[src/rtl/operand_fetch_pkg.sv]
// Shared constants, opcodes and the ID/EX bundle for the operand stage.
// Optional build macro: FWD_EX_EN (EX-to-ID forwarding in operand_fetch).
package operand_fetch_pkg;

   localparam int DATA_W = 16;
   localparam int REG_N  = 8;
   localparam int ADDR_W = 3;
   localparam int OP_W   = 3;

   localparam logic [OP_W-1:0] OP_PASSB = 3'd0;
   localparam logic [OP_W-1:0] OP_ADD   = 3'd1;
   localparam logic [OP_W-1:0] OP_SUB   = 3'd2;
   localparam logic [OP_W-1:0] OP_AND   = 3'd3;
   localparam logic [OP_W-1:0] OP_OR    = 3'd4;
   localparam logic [OP_W-1:0] OP_NOTB  = 3'd5;

   typedef struct packed {
      logic [DATA_W-1:0] a;
      logic [DATA_W-1:0] b;
      logic [OP_W-1:0]   op;
      logic [ADDR_W-1:0] rd;
      logic              we;
      logic              valid;
   } id_ex_t;

   // Bubble: PASSB with B=0, no write-back, not valid.
   localparam id_ex_t ID_EX_BUBBLE = '{
      a: '0, b: '0, op: OP_PASSB, rd: '0, we: 1'b0, valid: 1'b0
   };

endpackage

[src/rtl/operand_fetch_reg_file.sv]
// 8 x 16 register file: R0 hardwired to zero, combinational reads with
// write-back bypass on both read ports.
// Ports: clk, rst, wb_en/wb_addr/wb_data write, rs/rt addr in, rs/rt data out.
module operand_fetch_reg_file
   import operand_fetch_pkg::*;
(
   input  logic              clk,
   input  logic              rst,
   input  logic              wb_en,
   input  logic [ADDR_W-1:0] wb_addr,
   input  logic [DATA_W-1:0] wb_data,
   input  logic [ADDR_W-1:0] rs_addr,
   input  logic [ADDR_W-1:0] rt_addr,
   output logic [DATA_W-1:0] rs_data,
   output logic [DATA_W-1:0] rt_data
);

   logic [DATA_W-1:0] r_mem [REG_N];

   // Entry 0 is cleared on reset and never written, reads force 0 anyway.
   always_ff @(posedge clk) begin
      if (rst) begin
         for (int i = 0; i < REG_N; i++) r_mem[i] <= '0;
      end else if (wb_en && (wb_addr != '0)) begin
         r_mem[wb_addr] <= wb_data;
      end
   end

   always_comb begin
      rs_data = r_mem[rs_addr];
      rt_data = r_mem[rt_addr];
      if (wb_en && (wb_addr == rs_addr)) rs_data = wb_data;
      if (wb_en && (wb_addr == rt_addr)) rt_data = wb_data;
      if (rs_addr == '0) rs_data = '0;
      if (rt_addr == '0) rt_data = '0;
   end

endmodule

[src/rtl/operand_fetch.sv]
// Operand fetch stage: register file read, operand muxing and ID/EX register
// feeding the ALU. Define FWD_EX_EN to forward alu_w from EX into A/B.
// Ports: decoded instr (in_valid, rs/rt/rd, imm, op_in), stall/flush,
// write-back (wb_*), alu_w, registered ALU operands and EX control out.
module operand_fetch
   import operand_fetch_pkg::*;
(
   input  logic              clk,
   input  logic              rst,
   input  logic              in_valid,
   input  logic [ADDR_W-1:0] rs_addr,
   input  logic [ADDR_W-1:0] rt_addr,
   input  logic [DATA_W-1:0] imm,
   input  logic              use_imm,
   input  logic [OP_W-1:0]   op_in,
   input  logic [ADDR_W-1:0] rd_addr,
   input  logic              rd_we,
   input  logic              stall,
   input  logic              flush,
   input  logic              wb_en,
   input  logic [ADDR_W-1:0] wb_addr,
   input  logic [DATA_W-1:0] wb_data,
   input  logic [DATA_W-1:0] alu_w,
   output logic [DATA_W-1:0] alu_a,
   output logic [DATA_W-1:0] alu_b,
   output logic [OP_W-1:0]   alu_op,
   output logic [ADDR_W-1:0] ex_rd,
   output logic              ex_we,
   output logic              out_valid
);

   logic [DATA_W-1:0] w_rs_data;
   logic [DATA_W-1:0] w_rt_data;
   logic [DATA_W-1:0] w_a_val;
   logic [DATA_W-1:0] w_b_val;
   id_ex_t            r_idex;
   id_ex_t            w_load;

   operand_fetch_reg_file u_rf (
      .clk     (clk),
      .rst     (rst),
      .wb_en   (wb_en),
      .wb_addr (wb_addr),
      .wb_data (wb_data),
      .rs_addr (rs_addr),
      .rt_addr (rt_addr),
      .rs_data (w_rs_data),
      .rt_data (w_rt_data)
   );

`ifdef FWD_EX_EN
   logic w_ex_hit;
   assign w_ex_hit = r_idex.valid & r_idex.we & (r_idex.rd != '0);

   // EX result beats the write-back bypass already applied in reg_file.
   assign w_a_val = (w_ex_hit && (r_idex.rd == rs_addr)) ? alu_w : w_rs_data;
   assign w_b_val = (w_ex_hit && (r_idex.rd == rt_addr)) ? alu_w : w_rt_data;
`else
   logic w_unused_alu_w;
   assign w_unused_alu_w = ^alu_w;
   assign w_a_val = w_rs_data;
   assign w_b_val = w_rt_data;
`endif

   always_comb begin
      w_load = ID_EX_BUBBLE;
      if (in_valid) begin
         w_load.a     = w_a_val;
         w_load.b     = use_imm ? imm : w_b_val;
         w_load.op    = op_in;
         w_load.rd    = rd_addr;
         w_load.we    = rd_we;
         w_load.valid = 1'b1;
      end
   end

   always_ff @(posedge clk) begin
      if (rst || flush) r_idex <= ID_EX_BUBBLE;
      else if (!stall)  r_idex <= w_load;
   end

   assign alu_a     = r_idex.a;
   assign alu_b     = r_idex.b;
   assign alu_op    = r_idex.op;
   assign ex_rd     = r_idex.rd;
   assign ex_we     = r_idex.we;
   assign out_valid = r_idex.valid;

endmodule

[config.mk]
export PLATFORM = sky130hd
export DESIGN_NAME = operand_fetch
export DESIGN_NICKNAME = d
export VERILOG_FILES = /design/src/rtl/operand_fetch_pkg.sv /design/src/rtl/operand_fetch_reg_file.sv /design/src/rtl/operand_fetch.sv
export SDC_FILE = /design/constraint.sdc
export NUM_CORES = 1
export LEC_CHECK = 0
export BUFFER_PORTS_ARGS = -buffer_cell sky130_fd_sc_hd__buf_2
export CORE_UTILIZATION = 50
export CTS_CLUSTER_DIAMETER = 60
export DETAILED_ROUTE_END_ITERATION = 7
export HOLD_SLACK_MARGIN = 0.03
export PLACE_DENSITY = 0.77
export SLEW_MARGIN = 20
export SYNTH_ARGS = -nofsm -noshare
export SYNTH_HDL_FRONTEND = slang
export SYNTH_SLANG_ARGS = --single-unit
[constraint.sdc]
create_clock -name clk -period 2.2 [get_ports clk]
set_clock_uncertainty 0.1 [all_clocks]
set_input_delay 0.11 -clock clk [delete_from_list [all_inputs] [get_ports clk]]
set_output_delay 0.11 -clock clk [all_outputs]
set_load 0.005 [all_outputs]
==> impl_metrics.tcl <==
set metrics [dict create \
    cts_sinks 168 \
    critPathCaptureType "register" \
    io_buffers 94 \
    drive_above_1_share_pct 29.5 \
    syn2layout_area_growth_pct 23.4 \
    critical_path_class "in -> reg" \
    die_x_um 132 \
    postCtsSetupRepairBufs 0 \
    synth_cell_type_count 43 \
    outcome "finished, final reports clean" \
    wl_per_cell_um 24.7 \
    rsz0062_at_grt "false" \
    critical_path_peak_fanout 16 \
    nNetsFinal 858 \
    wl_mm 25.2 \
    maxSlewHeadroom_pct 51.2 \
    synth_area_leaders "edfxtp_1, mux4_2, dfxtp_1" \
    reg2reg_depth 4 \
    powerDensity_nw_per_um2 737 \
    synth_edf_count 128 \
    diodes 0 \
    cts_made_buffers 17 \
    hold_path_class "in -> reg" \
    required_ns 2.48 \
    grt_first_pass_wirelength_mm 38.9 \
    antenna_found_initial 0 \
    cts.clk_slew.worst_paths_ns 0.07 \
    cap_violations 0 \
    clk_path_buf_depth 2 \
    fmax_mhz 475 \
    clk-insertion-delay-late_ns 0.44 \
    cts_hold_buf 53 \
    worstPathArrival_ns 2.38 \
    dieArea_sq_um 17400 \
    yosysTopAreaCell "edfxtp_1" \
    total_leakage_power_uw 0.00380 \
    post-route-util_pct 62.9 \
    cts_tree "done" \
    grt_util_all_layers_pct 29.9 \
    period_minus_slack_ns 2.10 \
    ys_ff_latch 168 \
    ios 111 \
    cts-root-buf "clkbuf_16" \
    dieHeight_um 132 \
    drt_iter0_markers 811 \
    peakVddDrop_v 0.000385 \
    nFillCells 1126 \
    synth.top_cells.by_count "edfxtp_1, nor3_1, mux4_2" \
    drc 0 \
    whs_ns 0.0690 \
    finalSetupTns_ns 0 \
    fp.coreArea_sq_um 16500 \
    synth_area_per_cell_sq_um 13.3 \
    dp_hpwl_mm 15.2 \
    dr.pass1.iters 5 \
    ys_seq_area_share_pct 55.1 \
    min_path_cells 3 \
    grt_max_degree 53 \
    synth_area_sq_um 8430 \
    overflow 0 \
    std_cell_rows 47 \
    cts_resized 0 \
    gp_congestion 0.863 \
    htree_levels 4 \
    vias_per_cell 6.56 \
    syn_inst 636 \
    detail-route-antenna-nets 0 \
    synth_top_area_share_pct 45.6 \
    critPathLaunchType "input port" \
    power.total_uw 7670 \
    setup_viol 0 \
    num_vias 6688 \
    synth_warnings 0 \
    timing.final.max_slew_violations 0 \
    period_share_pct 95.6 \
    tightestPinTransition_ns 0.732 \
    hold_violations 0 \
    start_util_pct 51.0 \
    grt_pass1_vias 6939 \
    synth_flop_cell "edfxtp_1" \
    yosysMostFrequentCell "edfxtp_1" \
    synth-async-reset-ratio_pct 0 \
]
-- stage by stage --
stage / worst slack, ns / instances / instance area (sq um)
2_1_floorplan: 0.600 / 651 / 8480
3_3_place_gp: 0.243 / 935 / 9290
3_5_place_dp: 0.201 / 935 / 9290
4_1_cts: 0.160 / 1020 / 10400
5_1_grt: 0.0255 / 1020 / 10400
6_report: 0.0959 / 1020 / 10400
-- worst max-delay path: stages --
cell and delay [ns]:
buf_2 0.17, or4b_4 0.60, nor3_4 0.28, nand2b_2 0.36
o221ai_1 0.28, dlygate4sd3_1 0.57
-- cell usage in the layout (no fill, tap or decap), drive strengths merged, types with 2 or more instances in the layout --
master,instances
o221ai,13
mux2i,35
clkbuf,19
o211ai,10
or2,8
dfxtp,40
edfxtp,128
and2,22
nand4,2
clkinvlp,2
xnor2,6
nand3,5
mux4,54
a211oi,8
dlygate4sd3,53
o21ai,16
nor4,13
a32o,7
nor2,18
clkinv,11
nand2,34
inv,11
nor2b,10
buf,130
nand2b,3
and4,2
conb,16
a22oi,32
nor3,82
bufinv,2
-- report_power, final --
part	leakage, uW	switching (uW)	total (uW)	internal (uW)
clock network	0.000279	1300	2990	1690
logic	0.00196	529	984	455
registers	0.00155	105	3700	3590
total	0.00380	1930	7670	5740
-- flip-flops by register name, indices dropped and copies added (netlist names) --
name	flops
u_rf.r_mem	128
alu_b	16
alu_a	16
ex_rd	3
alu_op	3
ex_we	1
out_valid	1
-- worst paths after layout --
kind	from	end	slack, ns
worst max register to register	u_rf.r_mem[7][0]	alu_b[0]	0.1
worst max-delay path	stall	alu_b[4]	0.1
worst min-delay path	rs_addr[0]	alu_a[4]	0.07
worst min register to register	alu_a[1]	alu_a[1]	0.36
-- area by class of cell --
class / count / area (sq um) / area share (%)
Tap cell: 220 / 275 / 2.65
Timing Repair Buffer: 183 / 1380 / 13.3
Clock buffer: 19 / 433 / 4.16
Multi-Input combinational cell: 404 / 3470 / 33.4
Sequential cell: 168 / 4640 / 44.7
Clock inverter: 13 / 146 / 1.41
Inverter: 13 / 48.8 / 0.469
-- per-layer routing --
| metal | global-route usage (%) | vias to the layer above | share of wire [%] |
|---|---|---|---|
| li1 | - | 2784 | - |
| met1 | 35.4 | 3278 | 35 |
| met2 | 50.9 | 527 | 50 |
| met3 | 7.84 | 99 | 11 |
| met4 | 13.9 | 0 | 4.1 |
| met5 | 0 | - | 0 |
-- cell families after synthesis --
| kind of cell | after synthesis | share of synthesized area, % |
|---|---|---|
| XOR/XNOR | 6 | 0.624 |
| multiplexers | 89 | 18.6 |
| buffers and inverters | 79 | 4.39 |
| other | 1 | 0.0445 |
| AND/OR/NAND/NOR | 204 | 12.7 |
| AO/OA/AOI/OAI | 89 | 8.54 |
| flip-flops | 168 | 55.1 |
Power figures use the tool's default switching activity.
